**config.mk**
```make
export PLATFORM = sky130hd
export DESIGN_NAME = nou_tx_arbiter
export DESIGN_NICKNAME = d
export VERILOG_FILES = /design/src/rtl/nou_tx_arbiter_pkg.sv /design/src/rtl/nou_rr_arb.sv /design/src/rtl/nou_tx_arbiter.sv
export SDC_FILE = /design/constraint.sdc
export NUM_CORES = 1
export LEC_CHECK = 0
export CAP_MARGIN = 20
export CORE_UTILIZATION = 25
export CTS_CLUSTER_DIAMETER = 100
export DETAILED_ROUTE_END_ITERATION = 12
export GPL_TIMING_DRIVEN = 1
export PLACE_DENSITY = 0.51
export RECOVER_POWER = 100
export SETUP_SLACK_MARGIN = 0.4
export SYNTH_ARGS = -nofsm -noshare
export SYNTH_HDL_FRONTEND = slang
export SYNTH_HIERARCHICAL = 1
export SYNTH_SLANG_ARGS = --single-unit
export TNS_END_PERCENT = 100
```
**constraint.sdc**
```tcl
create_clock -name clk -period 9.3 [get_ports clk]
set_clock_uncertainty 0.05 [all_clocks]
set_input_delay 1.86 -clock clk [delete_from_list [all_inputs] [get_ports clk]]
set_output_delay 1.86 -clock clk [all_outputs]
set_load 0.1 [all_outputs]
```
**src/rtl/nou_tx_arbiter_pkg.sv**
```systemverilog
// Shared constants for the tile-side injection arbiter.
// Width macros default here when the including build does not provide them.
`ifndef TID_WIDTH
`define TID_WIDTH 8
`endif
`ifndef TYPE_WIDTH
`define TYPE_WIDTH 4
`endif
`ifndef DAT_DAT_WIDTH
`define DAT_DAT_WIDTH 64
`endif
`ifndef RSP_DAT_WIDTH
`define RSP_DAT_WIDTH 32
`endif

package nou_tx_arbiter_pkg;
  localparam int NOU_TX_NUM_SRC = 4;
  localparam int NOU_PERF_CNT_W = 16;
  localparam int NOU_TID_W      = `TID_WIDTH;
  localparam int NOU_TYPE_W     = `TYPE_WIDTH;
  localparam int NOU_DAT_W      = `DAT_DAT_WIDTH;
  localparam int NOU_RSP_W      = `RSP_DAT_WIDTH;
endpackage

```
**src/rtl/nou_rr_arb.sv**
```systemverilog
// Round-robin arbiter: first requester at or after ptr, wrapping modulo NUM_SRC.
// Purely combinational; works for non-power-of-2 NUM_SRC.
module nou_rr_arb
  import nou_tx_arbiter_pkg::*;
#(
  parameter int NUM_SRC = NOU_TX_NUM_SRC,
  localparam int PW = $clog2(NUM_SRC)
) (
  input  logic [NUM_SRC-1:0] req,
  input  logic [PW-1:0]      ptr,
  output logic [NUM_SRC-1:0] gnt,
  output logic [PW-1:0]      gnt_idx,
  output logic               gnt_vld
);

  logic [PW-1:0] idx;

  // scan ptr, ptr+1, .. and latch the first requester found
  always_comb begin
    gnt     = '0;
    gnt_idx = '0;
    gnt_vld = 1'b0;
    idx     = '0;
    for (int k = 0; k < NUM_SRC; k++) begin
      idx = PW'((int'(ptr) + k) % NUM_SRC);
      if (!gnt_vld && req[idx]) begin
        gnt_vld  = 1'b1;
        gnt_idx  = idx;
        gnt[idx] = 1'b1;
      end
    end
  end

endmodule

```
**src/rtl/nou_tx_arbiter.sv**
```systemverilog
// Tile-side injection arbiter: NUM_SRC valid/ready sources merged round-robin
// into one flit stream through a 2-entry registered FIFO.
// Optional feature macro: NOU_TX_ARB_PERF_EN (per-source saturating grant counters).
module nou_tx_arbiter
  import nou_tx_arbiter_pkg::*;
#(
  parameter int NUM_SRC   = NOU_TX_NUM_SRC,
  parameter int TID_W     = NOU_TID_W,
  parameter int TYPE_W    = NOU_TYPE_W,
  parameter int DAT_WIDTH = NOU_DAT_W
) (
  input  logic                          clk,
  input  logic                          rst,
  input  logic [NUM_SRC*TID_W-1:0]      src_tid,
  input  logic [NUM_SRC*TYPE_W-1:0]     src_type,
  input  logic [NUM_SRC*DAT_WIDTH-1:0]  src_data,
  input  logic [NUM_SRC-1:0]            src_valid,
  output logic [NUM_SRC-1:0]            src_ready,
  output logic [TID_W-1:0]              out_tid,
  output logic [TYPE_W-1:0]             out_type,
  output logic [DAT_WIDTH-1:0]          out_data,
  output logic                          out_valid,
  input  logic                          out_ready,
  input  logic                          perf_clr,
  output logic [NUM_SRC*NOU_PERF_CNT_W-1:0] perf_grant
);

  localparam int PW = $clog2(NUM_SRC);
  localparam int FW = TID_W + TYPE_W + DAT_WIDTH;

  logic [1:0][FW-1:0] mem_q, mem_d;
  logic               wr_ptr_q, wr_ptr_d;
  logic               rd_ptr_q, rd_ptr_d;
  logic [1:0]         cnt_q, cnt_d;
  logic [PW-1:0]      rr_ptr_q, rr_ptr_d;

  logic [NUM_SRC-1:0] gnt;
  logic [PW-1:0]      gnt_idx;
  logic               gnt_vld;
  logic               space, push, pop;
  logic [FW-1:0]      push_flit;

  nou_rr_arb #(.NUM_SRC(NUM_SRC)) u_arb (
    .req     (src_valid),
    .ptr     (rr_ptr_q),
    .gnt     (gnt),
    .gnt_idx (gnt_idx),
    .gnt_vld (gnt_vld)
  );

  // outputs come straight from the head entry, never from src_*
  assign out_valid = (cnt_q != 2'd0);
  assign {out_tid, out_type, out_data} = mem_q[rd_ptr_q];

  // handshake, FIFO bookkeeping and round-robin pointer update
  always_comb begin
    pop       = out_valid & out_ready;
    // popping frees a slot this cycle, so a full FIFO still accepts one flit
    space     = (cnt_q != 2'd2) | pop;
    // rst gate keeps src_ready low while reset is held
    push      = space & gnt_vld & ~rst;
    src_ready = gnt & {NUM_SRC{space & ~rst}};
    push_flit = {src_tid[int'(gnt_idx)*TID_W +: TID_W],
                 src_type[int'(gnt_idx)*TYPE_W +: TYPE_W],
                 src_data[int'(gnt_idx)*DAT_WIDTH +: DAT_WIDTH]};
    mem_d     = mem_q;
    if (push) mem_d[wr_ptr_q] = push_flit;
    wr_ptr_d  = wr_ptr_q ^ push;
    rd_ptr_d  = rd_ptr_q ^ pop;
    cnt_d     = cnt_q + {1'b0, push} - {1'b0, pop};
    rr_ptr_d  = rr_ptr_q;
    if (push) rr_ptr_d = (gnt_idx == PW'(NUM_SRC - 1)) ? '0 : gnt_idx + PW'(1);
  end

  // state registers; reset drops any buffered flits
  always_ff @(posedge clk or posedge rst) begin
    if (rst) begin
      mem_q    <= '0;
      wr_ptr_q <= 1'b0;
      rd_ptr_q <= 1'b0;
      cnt_q    <= 2'd0;
      rr_ptr_q <= '0;
    end else begin
      mem_q    <= mem_d;
      wr_ptr_q <= wr_ptr_d;
      rd_ptr_q <= rd_ptr_d;
      cnt_q    <= cnt_d;
      rr_ptr_q <= rr_ptr_d;
    end
  end

`ifdef NOU_TX_ARB_PERF_EN
  logic [NUM_SRC-1:0][NOU_PERF_CNT_W-1:0] perf_q, perf_d;

  // saturating per-source grant counters; clear beats increment
  always_comb begin
    perf_d = perf_q;
    for (int i = 0; i < NUM_SRC; i++) begin
      if (perf_clr)
        perf_d[i] = '0;
      else if (src_valid[i] && src_ready[i] && (perf_q[i] != {NOU_PERF_CNT_W{1'b1}}))
        perf_d[i] = perf_q[i] + NOU_PERF_CNT_W'(1);
    end
  end

  // counter registers
  always_ff @(posedge clk or posedge rst) begin
    if (rst) perf_q <= '0;
    else     perf_q <= perf_d;
  end

  assign perf_grant = perf_q;
`else
  logic unused_perf_clr;
  assign unused_perf_clr = perf_clr;
  assign perf_grant      = '0;
`endif

endmodule

```
== Word level (Yosys, flattened, before mapping) ==
Cells that the tools add are included.
Cells by class
  add/sub/neg operators: 6
  order comparisons: 11
  equality and inequality tests: 2
  shift-type cells: 3
  mux-type cells: 34
  bitwise operators: 12
  reductions and logical operators: 12
Operators by type and width (number)
  indexed part select 256 x 9 -> 64 bit: 1
  two-way mux 76 bit: 3
  bitwise mux 152 bit: 1
  demux 76 bit (select 1 bit): 1
  indexed part select 32 x 6 -> 8 bit: 1
  two-way mux 4 bit: 4
  indexed part select 16 x 5 -> 4 bit: 1
  less-than comparator 2 x 3 -> 1 bit (second input constant): 4
  two-way mux 1 bit: 12
  bitwise OR 4 bit: 3
  two-way mux 2 bit: 5
  binary-select mux 1 bit (select 2 bit): 4
  demux 1 bit (select 2 bit): 4
  greater-or-equal comparator 2 x 1 -> 1 bit (second input constant): 4
  logical AND 1 bit: 8
  adder 2 x 1 -> 2 bit (second input constant): 2
  adder 2 bit (second input constant): 2
  AND 1 bit: 4
  AND 4 bit: 1
  less-than comparator 1 x 2 -> 1 bit (second input constant): 2
  logical NOT 1 bit: 3
  adder 2 x 1 -> 2 bit: 1
  == test 2 bit (second input constant): 1
  != test 2 bit (second input constant): 1
  6 further kinds: 7
Storage, ports and cells
  register bits after elaboration: 158
  input port bits: 312
  output and inout bits: 145
  word-level logic and storage cells: 86

== Depth between registers and ports, before layout ==
  word-level depth: 16
  gate-level depth with buffers: 14
  gate-level depth less buffers: 12

== Modules after synthesis ==
Netlist, hierarchy kept.
Modules (own cells, without submodules)
  nou_tx_arbiter: times used 1, cells each 858, area each 9706.8 um2, seq. area each 3953.8 um2
  nou_rr_arb: times used 1, cells each 45, area each 419.2 um2, seq. area each 0.0 um2

== Worst setup path after synthesis ==
Ideal clock, no wire load.
  path kind: input -> output
  start: in src_valid[2]
  end: out src_ready[0]
  data arrival time: 3.715 ns
  required time: 7.390 ns
  path slack: 3.675 ns
  stages on the path: 6
  path buffers: 1
  path through: mux4_2 -> buf_6 -> nor4b_4 -> a22oi_1 -> o21ai_0 -> and2_1
On the way
  word-level cells in the longest chain between the ends: 13
  elaborated cells between the ends (all ways): 25
  classes of those cells: mux: 15; bitwise: 4; reduce/logical: 6
Ends and longest elaborated chain
  from (decl): line nou_tx_arbiter.sv:17  | input logic [NUM_SRC-1:0] src_valid,
  binary-select mux 1 bit (select 2 bit): line nou_rr_arb.sv:26  | if (!gnt_vld && req[idx]) begin
  two-way mux 1 bit (not written as such): line nou_rr_arb.sv:26
  two-way mux 1 bit: line nou_rr_arb.sv:26
  logical NOT 1 bit: line nou_rr_arb.sv:26
  logical AND 1 bit: line nou_rr_arb.sv:26
  two-way mux 1 bit: line nou_rr_arb.sv:26
  logical NOT 1 bit: line nou_rr_arb.sv:26
  logical AND 1 bit: line nou_rr_arb.sv:26
  two-way mux 1 bit: line nou_rr_arb.sv:26
  logical NOT 1 bit: line nou_rr_arb.sv:26
  logical AND 1 bit: line nou_rr_arb.sv:26
  two-way mux 4 bit (*): line nou_rr_arb.sv:26
  named net gnt[0]: line nou_tx_arbiter.sv:37  | logic [NUM_SRC-1:0] gnt;
  AND 4 bit (*): line nou_tx_arbiter.sv:62  | src_ready = gnt & {NUM_SRC{space & ~rst}};
  to (decl): line nou_tx_arbiter.sv:18  | output logic [NUM_SRC-1:0] src_ready,
The timed path passes the listed nets; every way through them passes the cells marked *. The select of a mux whose other input is x is not followed.

== Worst setup path after layout ==
  start: in src_valid[3]
  end: reg mem_q[101] (netlist bit)
On the way
  word-level cells in the longest chain between the ends: 14
  elaborated cells between the ends (all ways): 26
  classes of those cells: shift: 1; mux: 17; bitwise: 2; reduce/logical: 6
Ends and longest elaborated chain
  binary-select mux 1 bit (select 2 bit): line nou_rr_arb.sv:26
  two-way mux 1 bit (not written as such): line nou_rr_arb.sv:26
  two-way mux 1 bit: line nou_rr_arb.sv:26
  logical NOT 1 bit: line nou_rr_arb.sv:26
  logical AND 1 bit: line nou_rr_arb.sv:26
  two-way mux 1 bit: line nou_rr_arb.sv:26
  logical NOT 1 bit: line nou_rr_arb.sv:26
  logical AND 1 bit: line nou_rr_arb.sv:26
  two-way mux 1 bit: line nou_rr_arb.sv:26
  logical NOT 1 bit: line nou_rr_arb.sv:26
  logical AND 1 bit: line nou_rr_arb.sv:26
  two-way mux 1 bit (*): line nou_rr_arb.sv:26
  named net gnt_vld: line nou_tx_arbiter.sv:39  | logic gnt_vld;
  AND 1 bit (*) (2 in a row): line nou_tx_arbiter.sv:61  | push = space & gnt_vld & ~rst;
  named net push: line nou_tx_arbiter.sv:40  | logic space, push, pop;
  to (signal assigned): line nou_tx_arbiter.sv:84  | mem_q <= mem_d;
  to (decl): line nou_tx_arbiter.sv:31  | logic [1:0][FW-1:0] mem_q, mem_d;
Marked as above.
A chain may end at the register's enable or synchronous reset.

==> results.cfg <==
[min_path]
min-delay-start = cnt_q[1]
min_to = cnt_q[1]
hold-path-cell-count = 1
hp-class = flip-flop to flip-flop

[grt]
grt_pass1_wl_um = 51900
grt_util_met1 = 0.209
use_met2 = 0.275
antenna_found_initial = 0
overflow = 0
grt_pass1_vias = 8988
top_usage_layer = met2
grtUsageTotal = 0.162
use_met3 = 0.0407
grt_start_max_net_pins = 92

[worst_setup_path]
critPathMaxStageDelay_ns = 2.10
cp_max_fo = 76
rr_startpoint = rr_ptr_q[0]
cp_cell_sequence = dlygate4sd3_1 > mux4_2 > nor3_1 > nand2b_1 > nor3b_1 > ha_2 > nand2_1 > o221ai_1
crit_slowest_cell = nand2_1
cp_top_family = simple AND/OR/NAND/NOR gates
worstSetupPathType = input port to flip-flop
r2r_cells = 9
arrival_ns = 7.64
required_ns = 9.52
crit_path_end_kind = flip-flop
r2r_setup_slack_ns = 2.79
path_buf_inv = 1
timing.rr.end = mem_q[101]
crit_path_start_kind = input port

[die]
die-area_mm2 = 0.0413
dieWidth_um = 203
die_h_um = 203
rows = 73
ios = 457
core-area_mm2 = 0.0398
start_util = 0.254

[route]
wl_per_cell_um = 19.2
first_pass_iters = 4
drc_errors = 0
antenna_left = 0
via_count = 8469
drt_iter0_markers = 313
drt_wl_total_um = 34200
vias_per_cell = 4.76

[cells_and_area]
antenna_cells = 0
layout_commonest_cell = clkdlybuf4s50_1
layout_common_cells = clkdlybuf4s50_1 (308), dfrtp_1 (157), mux2i_1 (153), nand2b_1 (153), o221ai_1 (152)
fin_cells = 1780
final_core_util = 0.368
finalNetCount = 1564
area_growth_pct = 44.7
drive_gt1_frac = 0.103
n_fill_cell = 4016

[sta]
setup_viol_count_final = 0
rsz0062_at_grt = false
worstMarginPinSlew_ns = 4.25
finalMaxSlewViolations = 395
final.min_clock_period_ns = 7.42
max_slew_margin = -1.85
setup_tns_ns = 0
finalHoldViolCount = 0
period_share = 0.798
max_freq_mhz = 135

[clock_network]
clockRootBuffer = clkbuf_16
clkTransAtPathRegs_ns = 0.07
cts_buffer_depth = 2
cts_resized = 0
cts_tree = built
cts_num_sinks = 158
cts_setup_buffers = 0
cts_hold_buf = 0
insertion_delay_ns = 0.42
cts-buffers-inserted = 17
htree_levels = 4

[place]
post-dp-hpwl_um = 23100
place_congestion = 0.739
dp_cells = 1747
port_buffers = 391

[synth]
ys_warn_count = 6
ys_async_sr_fraction = 1.00
postSynthAreaPerCell_um2 = 11.2
synth-seq-cells = 158
synthTopCellsByArea = dfrtp_1 (39%), mux2i_1 (15%), o221ai_1 (13%), nand2b_1 (9.6%), mux2_2 (8.9%)
synth_edf_count = 0
ys_seq_area_frac = 0.390
synth_cell_type_count = 34
syn-cell-area_mm2 = 0.0101
synthCells = 903
synth_top_area_cell = dfrtp_1
netlist.area_leader.share = 0.390
synthFlopType = dfrtp_1

[run_status]
status = complete, but fails checks
violations = max-capacitance violations, max-slew violations

[job]
max_cap_viol_count = 5
worst max path at each step:
stage	startpoint	endpoint	cells after the start
floorplan	rst	cnt_q[0]	1
global placement	src_valid[3]	src_ready[3]	7
detailed placement	src_valid[3]	src_ready[0]	7
CTS	src_valid[3]	src_ready[0]	7
global route	src_valid[3]	mem_q[114]	8
finish	src_valid[3]	mem_q[101]	8
flip-flops by register name, summed over array words and instances, names as in the netlist:
register	cells
mem_q	152
cnt_q	2
rr_ptr_q	2
rd_ptr_q	1
wr_ptr_q	1
per-layer routing:
metal,wire [um],part of all wire
met5,0,0
met4,238,0.0070
met3,2310,0.067
met2,16500,0.48
met1,15100,0.44
stage by stage:
step                      setup WS (ns)  hold slack (ns)  instance area (um^2)
after floorplan                    3.13            0.402                 10400
final                              1.88            0.437                 14700
after global routing               1.28            0.442                 14700
after detailed placement           2.48            0.424                 14100
after global placement             2.54            0.422                 14100
after CTS                          2.48            0.436                 14700
synth_stat cells, drive strengths merged (2+ instances only):
| cell type | count |
|---|---|
| nand2 | 3 |
| mux2i | 153 |
| mux4 | 4 |
| mux2 | 80 |
| buf | 110 |
| ha | 10 |
| nor3b | 2 |
| clkbuf | 31 |
| a22oi | 8 |
| nor2 | 4 |
| inv | 9 |
| o21ai | 5 |
| nand2b | 155 |
| xnor2 | 2 |
| o221ai | 152 |
| and2 | 5 |
| dfrtp | 158 |
logic make-up after synthesis:
group	count (synthesis)	synth area share
AOI/OAI and AO/OA	170	0.144
other	1	0.000370
xor gates and xnor gates	3	0.00260
muxes	237	0.250
and+or+nand+nor	174	0.108
adders and majority gates	10	0.0124
buffers and inverters	150	0.0923
DFF	158	0.390
area by class of cell:
type | count | area, um^2 | area share
clock inverters | 13 | 104 | 0.00709
clock buffers | 19 | 453 | 0.0309
flip-flops and latches | 158 | 3960 | 0.270
repair buffers | 398 | 3960 | 0.270
inverters | 9 | 35.0 | 0.00239
multi-input cells | 658 | 5490 | 0.374
well taps | 525 | 657 | 0.0448
Power is left out: the tool's default activity adds up to more than one toggle a clock period on the data nets, which glitch-free logic cannot reach.
